[config.mk]
export PLATFORM = sky130hd
export DESIGN_NAME = peripheral_apb4_responder
export DESIGN_NICKNAME = d
export VERILOG_FILES = /design/src/rtl/peripheral_apb4_responder_pkg.sv /design/src/rtl/peripheral_apb4_responder_mem.sv /design/src/rtl/peripheral_apb4_responder.sv
export SDC_FILE = /design/constraint.sdc
export NUM_CORES = 1
export LEC_CHECK = 0
export ABC_CLOCK_PERIOD_IN_PS = 7450
export CORE_ASPECT_RATIO = 1.5
export CORE_MARGIN = 4
export CORE_UTILIZATION = 25
export CTS_CLUSTER_DIAMETER = 200
export DETAILED_ROUTE_END_ITERATION = 8
export MAX_ROUTING_LAYER = met4
export PLACE_DENSITY = 0.41
export SLEW_MARGIN = 40
export SYNTH_ARGS = -nofsm -noshare
export SYNTH_HDL_FRONTEND = slang
export SYNTH_SLANG_ARGS = --single-unit
[constraint.sdc]
create_clock -name PCLK -period 7.45 [get_ports PCLK]
set_input_delay 1.1175 -clock PCLK [delete_from_list [all_inputs] [get_ports PCLK]]
set_output_delay 1.1175 -clock PCLK [all_outputs]
set_load 0.05 [all_outputs]
[src/rtl/peripheral_apb4_responder_pkg.sv]
// -----------------------------------------------------------------------------
// peripheral_apb4_responder_pkg
// Shared types and constants for the APB4 responder:
//   state_t    - transfer FSM state (IDLE, ACCESS)
//   CNT_W      - width of the wait-state counter
//   calc_align - number of ignored low address bits for a given data width
// Optional feature macro used by the design: APB4_RESPONDER_PPROT_EN
// -----------------------------------------------------------------------------
package peripheral_apb4_responder_pkg;

  typedef enum logic [0:0] {
    IDLE   = 1'b0,
    ACCESS = 1'b1
  } state_t;

  localparam int CNT_W = 4;

  // Byte-offset bits inside one data word: clog2(PDATA_SIZE/8).
  function automatic int calc_align(input int pdata_size);
    return $clog2(pdata_size / 8);
  endfunction

endpackage

[src/rtl/peripheral_apb4_responder_mem.sv]
// -----------------------------------------------------------------------------
// peripheral_apb4_responder_mem
// DEPTH x DATA_W register storage, cleared by the asynchronous reset.
// Ports:
//   clk, rst_n : clock, asynchronous active-low reset (clears every word)
//   we         : write enable (caller guarantees idx is in range)
//   idx        : word index shared by the write and read ports
//   strb       : per-byte write lane enables
//   wdata      : write data
//   rdata      : combinational read data, 0 for an out-of-range index
// -----------------------------------------------------------------------------
module peripheral_apb4_responder_mem #(
  parameter int DEPTH  = 12,
  parameter int DATA_W = 8,
  parameter int IDX_W  = 4
) (
  input  logic                  clk,
  input  logic                  rst_n,
  input  logic                  we,
  input  logic [IDX_W-1:0]      idx,
  input  logic [DATA_W/8-1:0]   strb,
  input  logic [DATA_W-1:0]     wdata,
  output logic [DATA_W-1:0]     rdata
);

  localparam int               AW      = (DEPTH > 1) ? $clog2(DEPTH) : 1;
  localparam logic [IDX_W:0]   DEPTH_L = (IDX_W + 1)'(DEPTH);

  logic [DATA_W-1:0] mem_r [DEPTH];
  logic [AW-1:0]     addr_s;
  logic              in_range_s;

  // Index decode: only the bits needed to address DEPTH words.
  always_comb begin
    addr_s     = idx[AW-1:0];
    in_range_s = ({1'b0, idx} < DEPTH_L);
  end

  // Storage: async clear, byte-lane write.
  always_ff @(posedge clk or negedge rst_n) begin
    if (!rst_n) begin
      for (int i = 0; i < DEPTH; i++) begin
        mem_r[i] <= '0;
      end
    end else if (we) begin
      for (int b = 0; b < DATA_W / 8; b++) begin
        if (strb[b]) begin
          mem_r[addr_s][b*8 +: 8] <= wdata[b*8 +: 8];
        end
      end
    end
  end

  // Read port: out-of-range indices read as zero.
  always_comb begin
    if (in_range_s) begin
      rdata = mem_r[addr_s];
    end else begin
      rdata = '0;
    end
  end

endmodule

[src/rtl/peripheral_apb4_responder.sv]
// -----------------------------------------------------------------------------
// peripheral_apb4_responder
// APB4 completer with a byte-strobed register memory, programmable wait
// states, PSLVERR on out-of-range words and protocol-violation detection.
// Ports:
//   PCLK, PRESETn         : bus clock, asynchronous active-low reset
//   PSEL, PENABLE, PADDR,
//   PWRITE, PSTRB, PWDATA : APB4 request
//   PRDATA, PREADY,
//   PSLVERR               : APB4 response
//   wait_cycles_i         : wait states for the next transfer, sampled at setup
//   proto_err_o           : one-cycle pulse after a protocol violation
//   PPROT                 : protection bits (only with APB4_RESPONDER_PPROT_EN)
// Optional feature macro: APB4_RESPONDER_PPROT_EN - upper half of the memory
// becomes privileged; PPROT[0]=0 accesses there get PSLVERR.
// -----------------------------------------------------------------------------
module peripheral_apb4_responder
  import peripheral_apb4_responder_pkg::*;
#(
  parameter int PADDR_SIZE = 4,
  parameter int PDATA_SIZE = 8,
  parameter int MEM_DEPTH  = 12
) (
  input  logic                    PCLK,
  input  logic                    PRESETn,
`ifdef APB4_RESPONDER_PPROT_EN
  input  logic [2:0]              PPROT,
`endif
  input  logic                    PSEL,
  input  logic                    PENABLE,
  input  logic [PADDR_SIZE-1:0]   PADDR,
  input  logic                    PWRITE,
  input  logic [PDATA_SIZE/8-1:0] PSTRB,
  input  logic [PDATA_SIZE-1:0]   PWDATA,
  output logic [PDATA_SIZE-1:0]   PRDATA,
  output logic                    PREADY,
  output logic                    PSLVERR,
  input  logic [CNT_W-1:0]        wait_cycles_i,
  output logic                    proto_err_o
);

  localparam int             ALIGN   = calc_align(PDATA_SIZE);
  localparam int             IDX_W   = PADDR_SIZE - ALIGN;
  localparam logic [IDX_W:0] DEPTH_L = (IDX_W + 1)'(MEM_DEPTH);

  state_t                  state_r, state_s;
  logic [CNT_W-1:0]        cnt_r, cnt_s;
  logic [PADDR_SIZE-1:0]   addr_r;
  logic                    pwrite_r;
  logic [PDATA_SIZE-1:0]   wdata_r;
  logic [PDATA_SIZE/8-1:0] strb_r;
  logic                    proto_err_r, proto_err_s;
  logic                    latch_s;
  logic                    setup_s;
  logic                    viol_s;
  logic                    ready_s;
  logic                    err_s;
  logic                    priv_err_s;
  logic                    we_s;
  logic [IDX_W-1:0]        idx_s;
  logic [PDATA_SIZE-1:0]   rdata_s;

`ifdef APB4_RESPONDER_PPROT_EN
  localparam logic [IDX_W:0] PRIV_L = (IDX_W + 1)'(MEM_DEPTH / 2);
  logic [2:0] pprot_r;
`endif

  // Transfer decode from latched request and live bus inputs.
  always_comb begin
    idx_s   = addr_r[PADDR_SIZE-1:ALIGN];
    setup_s = PSEL && !PENABLE;
    // Any departure from a stable access phase aborts the transfer.
    viol_s  = (state_r == ACCESS) &&
              (!PSEL || !PENABLE || (PADDR != addr_r) || (PWRITE != pwrite_r));
`ifdef APB4_RESPONDER_PPROT_EN
    priv_err_s = ({1'b0, idx_s} >= PRIV_L) && !pprot_r[0];
`else
    priv_err_s = 1'b0;
`endif
    err_s   = ({1'b0, idx_s} >= DEPTH_L) || priv_err_s;
    ready_s = (state_r == ACCESS) && (cnt_r == '0) && !viol_s;
    we_s    = ready_s && pwrite_r && !err_s;
  end

  // Response outputs: data and error are only visible in the completing cycle.
  always_comb begin
    PREADY      = ready_s;
    PSLVERR     = ready_s && err_s;
    proto_err_o = proto_err_r;
    if (ready_s && !pwrite_r && !err_s) begin
      PRDATA = rdata_s;
    end else begin
      PRDATA = '0;
    end
  end

  // FSM next state, wait counter and request-latch control.
  always_comb begin
    state_s     = state_r;
    cnt_s       = cnt_r;
    latch_s     = 1'b0;
    proto_err_s = 1'b0;
    case (state_r)
      IDLE: begin
        if (setup_s) begin
          latch_s = 1'b1;
          cnt_s   = wait_cycles_i;
          state_s = ACCESS;
        end else if (PSEL && PENABLE) begin
          proto_err_s = 1'b1;
          state_s     = IDLE;
        end else begin
          state_s = IDLE;
        end
      end
      ACCESS: begin
        if (viol_s) begin
          proto_err_s = 1'b1;
          // A fresh setup phase in the violating cycle is still honoured.
          if (setup_s) begin
            latch_s = 1'b1;
            cnt_s   = wait_cycles_i;
            state_s = ACCESS;
          end else begin
            state_s = IDLE;
          end
        end else if (cnt_r != '0) begin
          cnt_s = cnt_r - CNT_W'(1);
        end else begin
          state_s = IDLE;
        end
      end
      default: begin
        state_s = IDLE;
        cnt_s   = '0;
      end
    endcase
  end

  // FSM, counter and violation-pulse registers.
  always_ff @(posedge PCLK or negedge PRESETn) begin
    if (!PRESETn) begin
      state_r     <= IDLE;
      cnt_r       <= '0;
      proto_err_r <= 1'b0;
    end else begin
      state_r     <= state_s;
      cnt_r       <= cnt_s;
      proto_err_r <= proto_err_s;
    end
  end

  // Request latch captured at setup.
  always_ff @(posedge PCLK or negedge PRESETn) begin
    if (!PRESETn) begin
      addr_r   <= '0;
      pwrite_r <= 1'b0;
      wdata_r  <= '0;
      strb_r   <= '0;
`ifdef APB4_RESPONDER_PPROT_EN
      pprot_r  <= 3'b000;
`endif
    end else if (latch_s) begin
      addr_r   <= PADDR;
      pwrite_r <= PWRITE;
      wdata_r  <= PWDATA;
      strb_r   <= PSTRB;
`ifdef APB4_RESPONDER_PPROT_EN
      pprot_r  <= PPROT;
`endif
    end else begin
      addr_r   <= addr_r;
      pwrite_r <= pwrite_r;
      wdata_r  <= wdata_r;
      strb_r   <= strb_r;
`ifdef APB4_RESPONDER_PPROT_EN
      pprot_r  <= pprot_r;
`endif
    end
  end

  peripheral_apb4_responder_mem #(
    .DEPTH  (MEM_DEPTH),
    .DATA_W (PDATA_SIZE),
    .IDX_W  (IDX_W)
  ) u_mem (
    .clk   (PCLK),
    .rst_n (PRESETn),
    .we    (we_s),
    .idx   (idx_s),
    .strb  (strb_r),
    .wdata (wdata_r),
    .rdata (rdata_s)
  );

endmodule

==> impl_metrics.env <==
export IMPL_remaining_drc_errors=0
export IMPL_timing_setup_tns_ns=0
export IMPL_viasPerCell=4.72
export IMPL_static_leakage_uw=0.00309
export IMPL_ys_top_cells_by_area="sky130_fd_sc_hd__dfrtp_1 (52%), sky130_fd_sc_hd__mux2_2 (19%), sky130_fd_sc_hd__mux4_2 (9.7%)"
export IMPL_cts_max_level=4
export IMPL_drv_cap=0
export IMPL_drive_gt1_frac=0.397
export IMPL_postSynthAreaPerCell_sq_um=13.9
export IMPL_cts_buffers=17
export IMPL_postSynthRegisterBits=116
export IMPL_path_max_fanout=23
export IMPL_post_place_cells=679
export IMPL_post_detail_place_hpwl_microns=8930
export IMPL_cp_start_kind="input pin"
export IMPL_timing_max_transition_violations_final=0
export IMPL_yosys_most_used_dff="sky130_fd_sc_hd__dfrtp_1"
export IMPL_min_delay_start="u_mem.mem_r[26]"
export IMPL_first_global_vias=3736
export IMPL_ffs_w_async_s_r_synth=1.00
export IMPL_critical_path_required_ns=6.33
export IMPL_ys_warnings_count=0
export IMPL_grt_first_pass_wirelength_microns=22300
export IMPL_wirelength_microns=14100
export IMPL_antenna_violating_nets_post_route=0
export IMPL_critical_path_arrival_ns=4.37
export IMPL_die_area_sq_um=24700
export IMPL_post_syn_nets=422
export IMPL_initial_utilization=0.254
export IMPL_grt_antenna_before_repair=0
export IMPL_grt_max_degree=77
export IMPL_dieHeight_microns=190
export IMPL_finalCriticalPeriod_ns=5.49
export IMPL_cts_sinks=116
export IMPL_hold_path_depth=1
export IMPL_timing_worst_slew_pin_value_ns=0.783
export IMPL_netlist_instances=398
export IMPL_firstDrtPassIters=4
export IMPL_power_per_cell_area_nw_per_um2=241
export IMPL_worst_r2r_endpoint="u_mem.mem_r[92]"
export IMPL_maximum_vdd_ir_drop_v=0.000147
export IMPL_antennaDiodeCount=0
export IMPL_buffer_ports_inserted=32
export IMPL_criticalPathCategory="in -> out"
export IMPL_critPathCaptureType="output port"
export IMPL_clock_latency_ns=0.41
export IMPL_grt_overflow_total=0
export IMPL_syn_cell_area_sq_um=5550
export IMPL_rr_worst_depth=6
export IMPL_dr_first_iter_drc_count=130
export IMPL_post_cts_resized_instances=0
export IMPL_hold_viol_final=0
export IMPL_post_layout_nonfiller_instances=713
export IMPL_seq_area_frac_synth=0.523
export IMPL_post_route_util=0.309
export IMPL_max_slew_margin_rel=0.474
export IMPL_ys_types=40
export IMPL_worstHoldEndpoint="u_mem.mem_r[26]"
export IMPL_setup_violations=0
export IMPL_finalNetCount=452
export IMPL_core_region_area_sq_um=21800
export IMPL_ioPinCount=33
export IMPL_area_growth_from_synthesis_to_layout_pct=21.3
export IMPL_die_width_microns=130
export IMPL_avgRoutedWirePerCell_microns=19.7
export IMPL_synth_edf_count=0
export IMPL_cts_repair_timing_setup_buffer_count=0
export IMPL_std_cell_rows=66
export IMPL_cts_tree="built"
export IMPL_clock_fmax_ghz=0.182
export IMPL_globalplace_congestion=0.753
export IMPL_r2r_setup_slack_ns=4.39
export IMPL_synth_area_leader_cell="sky130_fd_sc_hd__dfrtp_1"
export IMPL_critPathLaunch="PADDR[1]"
export IMPL_track_usage=0.126
export IMPL_run_status="complete, no violations"
export IMPL_cts_root_buffer_cell="sky130_fd_sc_hd__clkbuf_16"
export IMPL_crit_reg2reg_launch="addr_r[0]"
export IMPL_rsz0062_at_grt="false"
export IMPL_cts_hold_buffers_added=0
export IMPL_hold_path_class="reg -> reg"
export IMPL_worst_setup_hold_path_clk_slew_ns=0.05
export IMPL_timing_final_crit_share=0.737
export IMPL_synth_top_area_frac=0.523
export IMPL_via_count=3366
export IMPL_clock_path_buffers=2
export IMPL_skew_ns=0.00682
-- how the worst max path moves through the flow --
| stage | endpoint |
|---|---|
| 3_5_place_dp | PRDATA[0] |
| 3_3_place_gp | PRDATA[1] |
| 6_report | PRDATA[0] |
| 5_1_grt | PRDATA[0] |
| 4_1_cts | PRDATA[0] |
| 2_1_floorplan | PSLVERR |
-- cell usage in the layout, fill, tap and decap left out, types with 4 or more instances in the layout --
cell,count
sky130_fd_sc_hd__dfrtp_1,115
sky130_fd_sc_hd__inv_1,4
sky130_fd_sc_hd__mux4_2,24
sky130_fd_sc_hd__clkbuf_16,17
sky130_fd_sc_hd__a22oi_1,8
sky130_fd_sc_hd__clkdlybuf4s50_1,31
sky130_fd_sc_hd__a21oi_1,10
sky130_fd_sc_hd__nor3_4,9
sky130_fd_sc_hd__mux2_2,95
sky130_fd_sc_hd__o211ai_1,4
sky130_fd_sc_hd__clkinv_2,5
sky130_fd_sc_hd__nand2_1,57
sky130_fd_sc_hd__buf_4,7
-- area by class of cell --
class	count	area [sq um]
clock buffers	22	464
flip-flops and latches	116	2900
repair buffers	39	374
multi-input cells	250	2500
clock inverters	10	131
inverters	4	15.0
well taps	272	340
fillers	2195	15100
-- flip-flops by register name (all words and copies together), names as in the netlist --
name         count
state_r          1
proto_err_o      1
strb_r           1
wdata_r          8
cnt_r            4
u_mem.mem_r     96
pwrite_r         1
addr_r           4
-- metal layers --
layer	GRT usage	vias to the layer above	wire length (microns)
li1	-	1509	-
met1	0.155	1767	6270
met2	0.198	72	7010
met3	0.0322	18	533
met4	0.0464	0	263
met5	-	-	0
-- synth_stat cells (3+ instances only) --
master / n
sky130_fd_sc_hd__mux4_2: 24
sky130_fd_sc_hd__o211ai_1: 4
sky130_fd_sc_hd__nor4_4: 3
sky130_fd_sc_hd__xor2_1: 3
sky130_fd_sc_hd__dfrtp_1: 116
sky130_fd_sc_hd__nand2_1: 57
sky130_fd_sc_hd__nor2b_1: 3
sky130_fd_sc_hd__a22oi_1: 8
sky130_fd_sc_hd__a21oi_1: 10
sky130_fd_sc_hd__mux2_2: 95
sky130_fd_sc_hd__nor3_4: 9
sky130_fd_sc_hd__inv_1: 4
sky130_fd_sc_hd__nor2_1: 4
sky130_fd_sc_hd__clkbuf_1: 17
sky130_fd_sc_hd__nand2b_1: 3
sky130_fd_sc_hd__buf_1: 6
-- logic make-up (layout without fill, tap and decap cells) --
| group | count (synthesis) | after routing | share of synthesized area |
|---|---|---|---|
| fa+ha+maj | 2 | 2 | 0.00451 |
| xor+xnor | 5 | 5 | 0.00790 |
| compound gates | 27 | 27 | 0.0332 |
| mux | 120 | 120 | 0.292 |
| buf+inv | 32 | 75 | 0.0277 |
| simple gates | 96 | 96 | 0.111 |
| flops | 116 | 116 | 0.523 |
-- through the flow --
stage	worst slack [ns]	hold slack, ns	area (sq um)	total power (uW)
6_report	1.96	0.486	6730	1620
4_1_cts	1.95	0.489	6710	1640
2_1_floorplan	2.51	0.453	5550	750
3_3_place_gp	2.03	0.470	6100	804
5_1_grt	1.80	0.514	6730	1690
3_5_place_dp	1.97	0.477	6110	808
-- where the power goes --
part / total, uW / internal, uW / switching [uW] / leakage, uW
registers: 675 / 644 / 31.6 / 0.00159
logic: 118 / 42.3 / 75.9 / 0.00121
clock network: 826 / 541 / 286 / 0.000294
-- worst max-delay path, stage by stage --
cell	delay, ns
sky130_fd_sc_hd__clkdlybuf4s50_1	0.45
sky130_fd_sc_hd__xor2_1	0.17
sky130_fd_sc_hd__or4_1	0.53
sky130_fd_sc_hd__buf_4	0.28
sky130_fd_sc_hd__or4b_1	0.75
sky130_fd_sc_hd__a21oi_1	0.24
sky130_fd_sc_hd__clkdlybuf4s50_1	0.83
Power figures use the tool's default switching activity.
==> RTL edit: new RTL, same settings <==
The option `APB4_RESPONDER_PPROT_EN` is turned on by a define.
--- a/src/rtl/peripheral_apb4_responder.sv
+++ b/src/rtl/peripheral_apb4_responder.sv
@@ -16,2 +16,4 @@
 // -----------------------------------------------------------------------------
+`define APB4_RESPONDER_PPROT_EN
+
 module peripheral_apb4_responder
Ports: changed (added PPROT); port bits go from 33 to 36. The function was not compared with the original's and may differ.
==> RTL edit against the original RTL <==
Worst setup slack worse by 0.25 ns; sequential cell count is 1 higher; design area shrank 1.7%; global-route usage is 0.14 points higher; routed wire length down 0.86%; first-iteration DRC count grew 81%; synthesized area down 1.4%; power is 3.3% lower; largest cell class unchanged.
==> RTL edit: results (changes against the original RTL) <==
status: "finished clean"  # unchanged
stdcell_count: 717  # was 713
place.port_buffers: 33  # was 32
placed_area_sq_mm: 0.006061  # was 0.006113 sq mm
layout-drive-gt1-share: 0.3596  # was 0.3968
skew_ns: 0.005753  # was 0.006816 ns
nFillCells: 2171  # was 2195
peakVddDrop_mv: 0.1604  # was 0.1466 mV
drtIter0Drc: 235  # was 130
wl_um: 13960  # was 14080 um
track_usage: 0.1271  # was 0.1257
globalplace.congestion: 0.8077  # was 0.7527
cp-startpoint: "PADDR[2]"  # was PADDR[1]
cp_max_fo: 8  # was 23
cpPeakStageDelay_ns: 0.86  # was 0.83 ns
ys_top_cells_by_count: "117 x dfrtp_1, 97 x mux2_2, 59 x nand2_1"  # was 116 x dfrtp_1, 95 x mux2_2, 57 x nand2_1
grt_pass1_wl_um: 22230  # was 22330 um
synth_cell_type_count: 36  # was 40
synth_fp_nets: 432  # was 422
rr_startpoint: "addr_r[2]"  # was addr_r[0]
syn_area_per_cell_sq_um: 13.50  # was 13.94 sq um
arrival_ns: 4.62  # was 4.37 ns
yosysSeqAreaShare: 0.5355  # was 0.5233
num-nets-final: 461  # was 452
worst_pin_slew_ns: 0.8252  # was 0.7830 ns
p_switching_uw: 376.5  # was 393.0 uW
synth_area_leaders: "dfrtp_1 54%, mux2_2 20%, mux4_2 9.9%"  # was dfrtp_1 52%, mux2_2 19%, mux4_2 9.7%
min_from: "state_r"  # was u_mem.mem_r[26]
dpl_worst_slack_ns: 1.715  # was 1.967 ns
min_delay_path_depth: 2  # was 1
via_per_inst: 4.642  # was 4.721
hpwl_um: 9174  # was 8929 um
rrSetupSlack_ns: 4.38  # was 4.39 ns
## RTL edit: cell types whose count changed in the layout (fill, tap and decap cells not counted), moves of 3 or more
| cell | change |
|---|---|
| clkbuf_8 | +3 |
| o21ai_0 | +4 |
| buf_4 | -3 |
| nand3_1 | +5 |
| o211ai_1 | -4 |
| nor2_1 | +6 |
| nor3_4 | -7 |
## RTL edit: worst max path at each step
stage / to / slack, ns / depth (start not counted)
2_1_floorplan: PRDATA[0] / 2.74 / 7
6_report: PRDATA[1] / 1.71 / 7
3_5_place_dp: PRDATA[1] / 1.71 / 7
4_1_cts: PRDATA[1] / 1.71 / 7
5_1_grt: PRDATA[1] / 1.64 / 7
3_3_place_gp: PRDATA[1] / 1.78 / 7
## RTL edit: cells by family after synthesis
kind of cell             synth area share
flip-flops                         0.5355
adder cells (fa/ha/maj)          0.004576
AND/OR/NAND/NOR                   0.09977
AO/OA/AOI/OAI                     0.02952
multiplexers                       0.2986
XOR/XNOR                         0.008011
buffers and inverters             0.02403
## RTL edit: critical path: cells and delay by family
family,cells,cell delay (ns)
xor+xnor,1,0.17
buf+inv,2,1.30
simple gates,3,1.74
compound gates,1,0.30
## RTL edit: cell type report
type                       instances  area (sq um)  share of cell area
clock buffer                      26         509.2             0.07698
timing repair buffer              37         361.6             0.05466
tap                              272         340.3             0.05145
inverter                           5         18.77            0.002837
multi-input combinational        256          2411              0.3645
sequential                       117          2929              0.4428
clock inverter                     4         45.04            0.006809
## RTL edit: per-stage QoR
| step | power [mW] | hold WS [ns] |
|---|---|---|
| 2_1_floorplan | 0.7502 | 0.4610 |
| 3_3_place_gp | 0.8074 | 0.4811 |
| 3_5_place_dp | 0.8105 | 0.4895 |
| 4_1_cts | 1.590 | 0.5014 |
| 5_1_grt | 1.632 | 0.5120 |
| 6_report | 1.565 | 0.4993 |
## RTL edit: per-layer routing
metal | vias to the layer above | track usage | routed length (um)
met5 | - | - | 0
met4 | 0 | 0.05659 | 310
met3 | 18 | 0.02427 | 392
met2 | 52 | 0.2145 | 7383
met1 | 1743 | 0.1455 | 5874
li1 | 1515 | - | -
## RTL edit: power by group through the flow
| stage | clock network (mW) | logic [mW] | registers (mW) |
|---|---|---|---|
| floorplan | 0 | 0.0792 | 0.671 |
| global placement | 0 | 0.112 | 0.695 |
| CTS | 0.790 | 0.115 | 0.685 |
| detailed placement | 0 | 0.115 | 0.696 |
| finish | 0.771 | 0.111 | 0.684 |
| global route | 0.821 | 0.125 | 0.687 |
